--- src/rtl/if_fetch_unit.sv ---
// Instruction fetch unit: issues one memory request at a time, buffers up to two
// {pc, instr} pairs for decode, and discards in-flight data when a jump flushes.
module if_fetch_unit #(
    parameter int N = 32
) (
    input  logic         clk,
    input  logic         rst,
    input  logic [N-1:0] pc_in,
    output logic         pc_enable,
    input  logic         flush,
    output logic         imem_req,
    output logic [N-1:0] imem_addr,
    input  logic         imem_ack,
    input  logic [N-1:0] imem_rdata,
    output logic         id_valid,
    input  logic         id_ready,
    output logic [N-1:0] id_instr,
    output logic [N-1:0] id_pc
);

    typedef enum logic [1:0] {
        IDLE = 2'b00,
        REQ  = 2'b01,
        DROP = 2'b10
    } state_t;

    state_t       state_r;
    logic         imem_req_r;
    logic [N-1:0] imem_addr_r;
    logic [N-1:0] fifo_pc_r    [2];
    logic [N-1:0] fifo_instr_r [2];
    logic         wr_ptr_r;
    logic         rd_ptr_r;
    logic [1:0]   count_r;
    logic         push_s;
    logic         pop_s;
    logic         pc_enable_s;

    // Push/pop qualification and the PC-stage strobe
    always_comb begin
        push_s      = 1'b0;
        pop_s       = 1'b0;
        pc_enable_s = 1'b0;
        push_s = (state_r == REQ) && imem_ack && !flush;
        pop_s  = (count_r != 2'd0) && id_ready && !flush;
        if (rst) begin
            pc_enable_s = 1'b0;
        end else begin
            pc_enable_s = push_s || flush;
        end
    end

    // Request FSM; imem_req/imem_addr are registered alongside the state
    always_ff @(posedge clk) begin
        if (rst) begin
            state_r     <= IDLE;
            imem_req_r  <= 1'b0;
            imem_addr_r <= {N{1'b0}};
        end else begin
            case (state_r)
                IDLE: begin
                    // Issue only with room for the reply, so the FIFO cannot overflow
                    if ((count_r <= 2'd1) && !flush) begin
                        state_r     <= REQ;
                        imem_req_r  <= 1'b1;
                        imem_addr_r <= pc_in;
                    end else begin
                        state_r    <= IDLE;
                        imem_req_r <= 1'b0;
                    end
                end
                REQ: begin
                    if (imem_ack) begin
                        state_r    <= IDLE;
                        imem_req_r <= 1'b0;
                    end else if (flush) begin
                        state_r    <= DROP;
                        imem_req_r <= 1'b1;
                    end else begin
                        state_r    <= REQ;
                        imem_req_r <= 1'b1;
                    end
                end
                DROP: begin
                    if (imem_ack) begin
                        state_r    <= IDLE;
                        imem_req_r <= 1'b0;
                    end else begin
                        state_r    <= DROP;
                        imem_req_r <= 1'b1;
                    end
                end
                default: begin
                    state_r    <= IDLE;
                    imem_req_r <= 1'b0;
                end
            endcase
        end
    end

    // Two-entry FIFO of fetched {pc, instr}; flush empties it regardless of push/pop
    always_ff @(posedge clk) begin
        if (rst) begin
            fifo_pc_r[0]    <= {N{1'b0}};
            fifo_pc_r[1]    <= {N{1'b0}};
            fifo_instr_r[0] <= {N{1'b0}};
            fifo_instr_r[1] <= {N{1'b0}};
            wr_ptr_r        <= 1'b0;
            rd_ptr_r        <= 1'b0;
            count_r         <= 2'd0;
        end else if (flush) begin
            wr_ptr_r <= 1'b0;
            rd_ptr_r <= 1'b0;
            count_r  <= 2'd0;
        end else begin
            if (push_s) begin
                fifo_pc_r[wr_ptr_r]    <= imem_addr_r;
                fifo_instr_r[wr_ptr_r] <= imem_rdata;
                wr_ptr_r               <= ~wr_ptr_r;
            end
            if (pop_s) begin
                rd_ptr_r <= ~rd_ptr_r;
            end
            case ({push_s, pop_s})
                2'b10:   count_r <= count_r + 2'd1;
                2'b01:   count_r <= count_r - 2'd1;
                default: count_r <= count_r;
            endcase
        end
    end

    assign pc_enable = pc_enable_s;
    assign imem_req  = imem_req_r;
    assign imem_addr = imem_addr_r;
    assign id_valid  = (count_r != 2'd0);
    assign id_pc     = fifo_pc_r[rd_ptr_r];
    assign id_instr  = fifo_instr_r[rd_ptr_r];

endmodule

--- config.mk ---
export PLATFORM = sky130hd
export DESIGN_NAME = if_fetch_unit
export DESIGN_NICKNAME = d
export VERILOG_FILES = /design/src/rtl/if_fetch_unit.sv
export SDC_FILE = /design/constraint.sdc
export NUM_CORES = 1
export LEC_CHECK = 0
export BUFFER_PORTS_ARGS = -buffer_cell sky130_fd_sc_hd__buf_2
export CAP_MARGIN = 20
export CELL_PAD_IN_SITES_DETAIL_PLACEMENT = 0
export CELL_PAD_IN_SITES_GLOBAL_PLACEMENT = 2
export CORE_ASPECT_RATIO = 0.6
export CORE_MARGIN = 5
export CORE_UTILIZATION = 36
export CTS_CLUSTER_DIAMETER = 120
export DETAILED_ROUTE_END_ITERATION = 6
export MAX_ROUTING_LAYER = met4
export PLACE_DENSITY = 0.77
export SYNTH_ARGS = -nofsm -noshare
export SYNTH_HDL_FRONTEND = slang
export SYNTH_SLANG_ARGS = --single-unit
--- constraint.sdc ---
create_clock -name clk -period 5.17 [get_ports clk]
set_input_delay 0.517 -clock clk [delete_from_list [all_inputs] [get_ports clk]]
set_output_delay 0.517 -clock clk [all_outputs]
set_load 0.01 [all_outputs]
Word level (Yosys, flattened, before mapping). Memory sizes are Yosys's and may differ from the RTL's. A register that Yosys moved wholly into a read port is not among the register bits. Index checks and enable logic that the tools add are counted.

Memories kept: 2. Register bits: 39. Memory bits (writable): 128. Memory bits (read-only): 0. Output and inout port bits: 99. Input port bits: 69. Latch bits: 0.

Reductions and logical operators: 15. Shift operators: 0. Bitwise gates (word level): 2. Mux-type cells: 26. Divide/modulo/power cells: 0. Multipliers: 0. Equality and inequality tests: 4. $add $sub $neg: 2. Order comparisons: 1.

Memory list: fifo_instr_r (words 2, bits a word 32, read ports 1, clocked after Yosys merged registers in 1, write ports 2, line 31) `logic [N-1:0] fifo_instr_r [2];`; fifo_pc_r (words 2, bits a word 32, read ports 1, clocked after Yosys merged registers in 1, write ports 2, line 30) `logic [N-1:0] fifo_pc_r [2];`.

Operator list (number): $mux 32 (2); $reduce_or 32->1 (2); $mux 1 (18); $mux 2 (3); $pmux 2 s3 (1); $logic_and 1x1->1 (5); $eq 2x1->1 const B (2); $eq 2x2->1 const B (2); $pmux 2 s2 (1); $reduce_bool 2->1 (2); $reduce_or 2->1 (2); $add 2x1->2 const B (1); $le 2x1->1 const B (1); $logic_not 2->1 (1); $not 1->1 (2); $pmux 1 s2 (1); $reduce_and 2->1 (1); $sub 2x1->2 const B (1); $logic_not 1->1 (1); $logic_or 1x1->1 (1).

Longest topological paths before layout. Gate-level depths: netlist of run 1.

Depth after elaboration: 9. Mapped depth: 8.

Least setup slack after synthesis of run 1. Ideal clock, no wire load.

Kind: in2reg. From: input port flush. To: memory fifo_instr_r[0][0] (enable). Required time: 4.671 ns. Stages: 3. Path slack: 0.968 ns. Setup time: 0.499 ns. Buffers on the path: 0. Arrival time: 3.703 ns. Path through: inv_1 nand3_1 o21bai_1.

RTL lines: start, declared (line 10) `input logic flush,`; end, declared (line 31).

==> results_dict.tcl, run 1 <==
set metrics [dict create \
    die_h_um 121 \
    cts_resized 0 \
    io_pins 168 \
    drive_gt1_share_pct 39.0 \
    multi_input_area_um2 2560 \
    synthMuxAreaShare_pct 14.2 \
    dpl.hpwl_mm 10.9 \
    synthSimpleGateAreaFrac_pct 17.7 \
    timing.final.hold_violations 0 \
    cp.required_ns 5.46 \
    synth-compound-area-share_pct 0.783 \
    clkLatencyLatePin_ns 0.42 \
    synth_xor_xnor_area_share_pct 0.476 \
    postCtsSetupRepairBufs 0 \
    cts_sinks 168 \
    setup_viol 0 \
    slew_viol_final 0 \
    ys_types 26 \
    die-area_um2 23500 \
    ctsHoldBuffers 0 \
    diodes 0 \
    avgSynthCellArea_um2 13.9 \
    cap_viol_max_count 0 \
    nFillCells 1870 \
    fin_crit_ns 2.61 \
    wire_per_inst_um 17.0 \
    drt_first_pass_iters 4 \
    cts_buffers 17 \
    finalSetupTns_ns 0 \
    detail-route-antenna-nets 0 \
    cts.path.max_buffers 2 \
    nets 767 \
    drt-vias-per-instance 4.52 \
    status "completed" \
    crit_arrival_ns 2.90 \
    drc 0 \
    hp-class "in2reg" \
    grt_use_total_pct 14.9 \
    ys_warn_count 0 \
    clk_pin_slew_ns 0.07 \
    port-buffer-count 167 \
    synth_seq_cells 168 \
    timing.fmax_mhz 384 \
    worst-path-max-fanout 70 \
    grt_pass1_wl_mm 26.3 \
    vias 4409 \
    ff_latch_area_um2 4650 \
    cts_tree "done" \
    cp-start-kind "input port" \
    grt_setup_unrepaired "false" \
    yosys.area_share.adder_pct 1.36 \
    syn_to_final_growth_pct 22.6 \
    root_buffer "clkbuf_16" \
    grt_pass1_vias 4715 \
    slew_headroom_pct 33.9 \
    core.rowCount 40 \
    grt_max_degree 71 \
    core_area_um2 20000 \
    skew_ns 0.00913 \
    power_mw 3.00 \
    synth_nets 607 \
    h-tree-depth 4 \
    path_class "in2reg" \
    synthCells 530 \
    drt-initial-drc-count 217 \
    synth_seq_area_share_pct 63.2 \
    vdd_drop_max_v 0.000206 \
    synth_top_family_by_area "simple AND/OR/NAND/NOR gates" \
    synth.cell_area_um2 7350 \
    crit_path_end_kind "flip-flop" \
    fin_crit_sh_pct 50.4 \
    holdWs_ns 0.343 \
    start_util_pct 36.7 \
    worst_pin_slew_ns 0.989 \
    die-width_um 195 \
    antenna_found_initial 0 \
    leakagePower_nw 3.76 \
    gp_congestion 0.732 \
    routed_wl_mm 16.6 \
    power_density_nw_per_um2 332 \
    overflow 0 \
]
registers in the layout, indices dropped and copies added, names as in the netlist, named ones only:
signal and cells:
count_r 2, fifo_instr_r 64, fifo_pc_r 64, imem_addr 32, imem_req 1, rd_ptr_r 1
state_r 2, wr_ptr_r 1
area by class of cell:
| cell class | instances | area share [%] |
|---|---|---|
| inverter | 7 | 0.291 |
| clock buffer | 17 | 4.72 |
| clock inverter | 15 | 1.60 |
| timing repair buffer | 172 | 9.68 |
| multi-input combinational | 324 | 28.4 |
| sequential | 168 | 51.5 |
| tap | 273 | 3.79 |
power by group:
group | switching (mW) | internal, mW
Sequential | 0.0309 | 1.51
Clock | 0.549 | 0.672
Combinational | 0.128 | 0.105
Total | 0.709 | 2.29
layer usage:
layer	GRT usage, %	wire length [µm]	share of wire, %
met1	20.3	7980	48
met2	22.2	7530	45
met3	4.12	935	5.6
met4	4.21	172	1.0
met5	-	0	0
synth_stat cells, drive strengths merged:
library cell  number  area [µm²]
and2             129         807
edfxtp           128        3840
mux2              64         721
nand2b            64         400
dfxtp             40         801
mux2i             32         320
clkbuf            20        90.1
buf               11        55.1
ha                 8         100
inv                7        26.3
nor2               6        22.5
a21oi              2        10.0
nor2b              2        12.5
nor3               2        32.5
o21a               2        15.0
o21bai             2        15.0
xnor2              2        17.5
xor2               2        17.5
a211oi             1        7.51
nand2              1        3.75
nand3              1        5.00
nor3b              1        7.51
nor4               1        6.26
o211a              1        10.0
or2                1        6.26
path summary, 6_finish.rpt:
path,start,endpoint,slack [ns],cells after the start
min,imem_ack,state_r[1],0.34,2
max reg2reg,state_r[1],fifo_pc_r[1][26],2.65,6
max,rst,fifo_pc_r[1][26],2.56,5
min reg2reg,imem_addr[24],imem_addr[24],0.50,2
per-stage QoR:
| step | instances | setup WS, ns | util, % | cell area [µm²] |
|---|---|---|---|---|
| 4_1_cts | 976 | 2.52 | 45.1 | 9020 |
| 3_5_place_dp | 944 | 2.07 | 42.2 | 8450 |
| 6_report | 976 | 2.56 | 45.1 | 9020 |
| 2_1_floorplan | 530 | 0.968 | - | 7350 |
| 3_3_place_gp | 944 | 2.15 | 42.2 | 8450 |
| 5_1_grt | 976 | 2.33 | 45.1 | 9020 |
worst max-delay path, cell delays in order:
cell	delay, ns
buf_2	0.39
or2_1	0.48
nor3_4	0.79
buf_4	0.49
and2_1	0.19
cells by family (layout without fill, tap and decap cells):
kind of cell             count (synthesis)  in the layout
AO/OA/AOI/OAI                            8              8
XOR/XNOR                                 4              4
adder cells (fa/ha/maj)                  8              8
buffers and inverters                   38            211
flip-flops                             168            168
multiplexers                            96             96
AND/OR/NAND/NOR                        208            208
placed cells by master (no fill, tap or decap), drive strengths merged:
cell and n:
o211a 1, clkbuf 17, bufinv 1, or2 1, dfxtp 40, nor3 2, o21a 2, xor2 2
o21bai 2, buf 172, mux2 64, xnor2 2, nor3b 1, edfxtp 128, nor2b 2, nand3 1
nand2b 64, mux2i 32, a211oi 1, nor4 1, nor2 6, ha 8, clkinvlp 3, and2 129
clkinv 7, nand2 1, inv 11, a21oi 2
Note: power is estimated with default switching activity, not from simulation.
==> run 2: changes to the inputs <==
==> constraint.sdc (replaced) <==
create_clock -name clk -period 2.4 [get_ports clk]
set_input_delay 0.24 -clock clk [delete_from_list [all_inputs] [get_ports clk]]
set_output_delay 0.24 -clock clk [all_outputs]
set_load 0.01 [all_outputs]
==> run 2 against run 1 <==
Against the previous run: sequential power is 120% higher; final cell count up 0.72%; combinational power grew 130%; final area grew 1.5%; critical path depth grew 1; via count rose by 1.0%; clock skew fell by 0.0018 ns; first-iteration DRC count grew 13%; utilization increased by 0.69 points; sequential share of layout area shrank 0.78 points; clock power is 120% higher.
==> results_dict.tcl, run 2 (same netlist as run 1, synthesis figures left out) <==
set metrics [dict create \
    drt-initial-drc-count 245 \
    grt_max_degree 60 \
    worst-path-max-fanout 44 \
    grt_pass1_vias 4767 \
    slew_headroom_pct 49.9 \
    hold_end "state_r[1]" \
    crit_start "state_r[1]" \
    power_density_nw_per_um2 718 \
    cts_resized 0 \
    postCtsSetupRepairBufs 0 \
    holdWs_ns 0.0638 \
    root_buffer "clkbuf_16" \
    worstReg2RegEnd "fifo_pc_r[0][14]" \
    leakagePower_nw 3.82 \
    die-width_um 195 \
    slew_viol_final 0 \
    min_delay_path_depth 2 \
    die_h_um 121 \
    sequentialPowerShare_pct 50.4 \
    detail-route-antenna-nets 0 \
    status "completed" \
    cp.required_ns 2.68 \
    fin_crit_ns 2.09 \
    drt_first_pass_iters 4 \
    final_common_cell "buf_2" \
    routed_wl_mm 16.8 \
    layout_common_cells "167 x buf_2, 129 x and2_1, 128 x edfxtp_1" \
    overflow 0 \
    timing.final.hold_violations 0 \
    timing.fmax_mhz 477 \
    internal_power_mw 5.06 \
    r2r_start "state_r[1]" \
    nFillCells 1860 \
    grt_use_total_pct 14.9 \
    core_area_um2 20000 \
    power.share.switching_pct 23.0 \
    syn_to_final_growth_pct 24.5 \
    crit_path_end_kind "flip-flop" \
    clkLatencyLatePin_ns 0.41 \
    io_pins 168 \
    path_class "reg2reg" \
    combPwrFrac_pct 8.0 \
    antenna_found_initial 1 \
    die-area_um2 23500 \
    power.share.clock_pct 41.6 \
    crit_arrival_ns 2.38 \
    cts_tree "done" \
    nets 773 \
    drt-vias-per-instance 4.53 \
    port-buffer-count 167 \
    vdd_drop_max_v 0.000451 \
    cp-start-kind "flip-flop" \
    cap_viol_max_count 0 \
    fin_crit_sh_pct 87.3 \
    worst_pin_slew_ns 0.749 \
    wire_per_inst_um 17.1 \
    r2r_cells 6 \
    start_util_pct 36.7 \
    cts_sinks 168 \
    gp_congestion 0.736 \
    clk_pin_slew_ns 0.07 \
    ctsHoldBuffers 0 \
    dpl.hpwl_mm 11.4 \
    h-tree-depth 4 \
    switchingPower_mw 1.51 \
    hp-start "imem_ack" \
    vias 4455 \
    worst-r2r-setup-slack_ns 0.31 \
    cts_buffers 17 \
    skew_ns 0.00735 \
    setup_viol 0 \
    grt_pass1_wl_mm 26.4 \
    core.rowCount 40 \
    drc 0 \
    cts.path.max_buffers 2 \
    grt_setup_unrepaired "false" \
    hp-class "in2reg" \
    drive_gt1_share_pct 39.2 \
    power_mw 6.58 \
]
## run 2: changes by cell type in the layout (fill, tap and decap cells not counted), sizes merged
cell	delta
diode	+1
clkinv	-5
clkbuf	+2
inv	+1
clkinvlp	+1
bufinv	+1
buf	+6
## run 2: how the worst max path moves through the flow
stage	to	slack, ns
finish	fifo_pc_r[0][14]	0.31
global route	fifo_pc_r[0][14]	0.08
CTS	fifo_pc_r[0][14]	0.24
detailed placement	fifo_pc_r[0][14]	0.27
global placement	fifo_instr_r[0][5]	0.33
floorplan	fifo_instr_r[0][0]	-0.45
## run 2: metal layers
layer / up-vias / wire [µm] / track usage [%]
met5: - / 0 / -
met4: 0 / 94 / 3.29
met3: 10 / 1100 / 4.34
met2: 120 / 7290 / 21.9
met1: 2167 / 8340 / 20.6
li1: 2158 / - / -
## run 2: layout make-up
type                            instances  area, µm²  share of cell area (%)
Antenna cell                            1       2.50                  0.0273
Tap cell                              273        342                    3.73
Clock buffer                           19        443                    4.84
Inverter                                7       26.3                   0.287
Multi-Input combinational cell        324       2560                    28.0
Timing Repair Buffer                  178        993                    10.8
Clock inverter                         13        143                    1.56
Sequential cell                       168       4650                    50.8
## run 2: power by group through the flow
stage               logic (mW)  registers, mW  clock network, mW
finish                   0.526           3.32               2.73
global route             0.576           3.33               2.90
CTS                      0.540           3.32               2.79
detailed placement       0.537           3.38                  0
global placement         0.531           3.37                  0
floorplan                0.262           3.38                  0
## run 2: critical path: stages (launching register included)
cell and delay [ns]:
dfxtp_1 0.33, inv_1 0.10, ha_1 0.19, nand2_1 0.20, nor3_4 0.67, buf_12 0.28
and2_1 0.16
## run 2: per-stage QoR
step | TNS [ns] | utilization [%] | cells | setup WS (ns) | area, µm²
after floorplan | -57.46 | - | 530 | -0.449 | 7360
after global placement | 0 | 42.8 | 950 | 0.326 | 8570
after detailed placement | 0 | 42.8 | 950 | 0.266 | 8570
after CTS | 0 | 45.7 | 982 | 0.241 | 9160
after global routing | 0 | 45.7 | 983 | 0.0828 | 9160
final | 0 | 45.7 | 983 | 0.305 | 9160
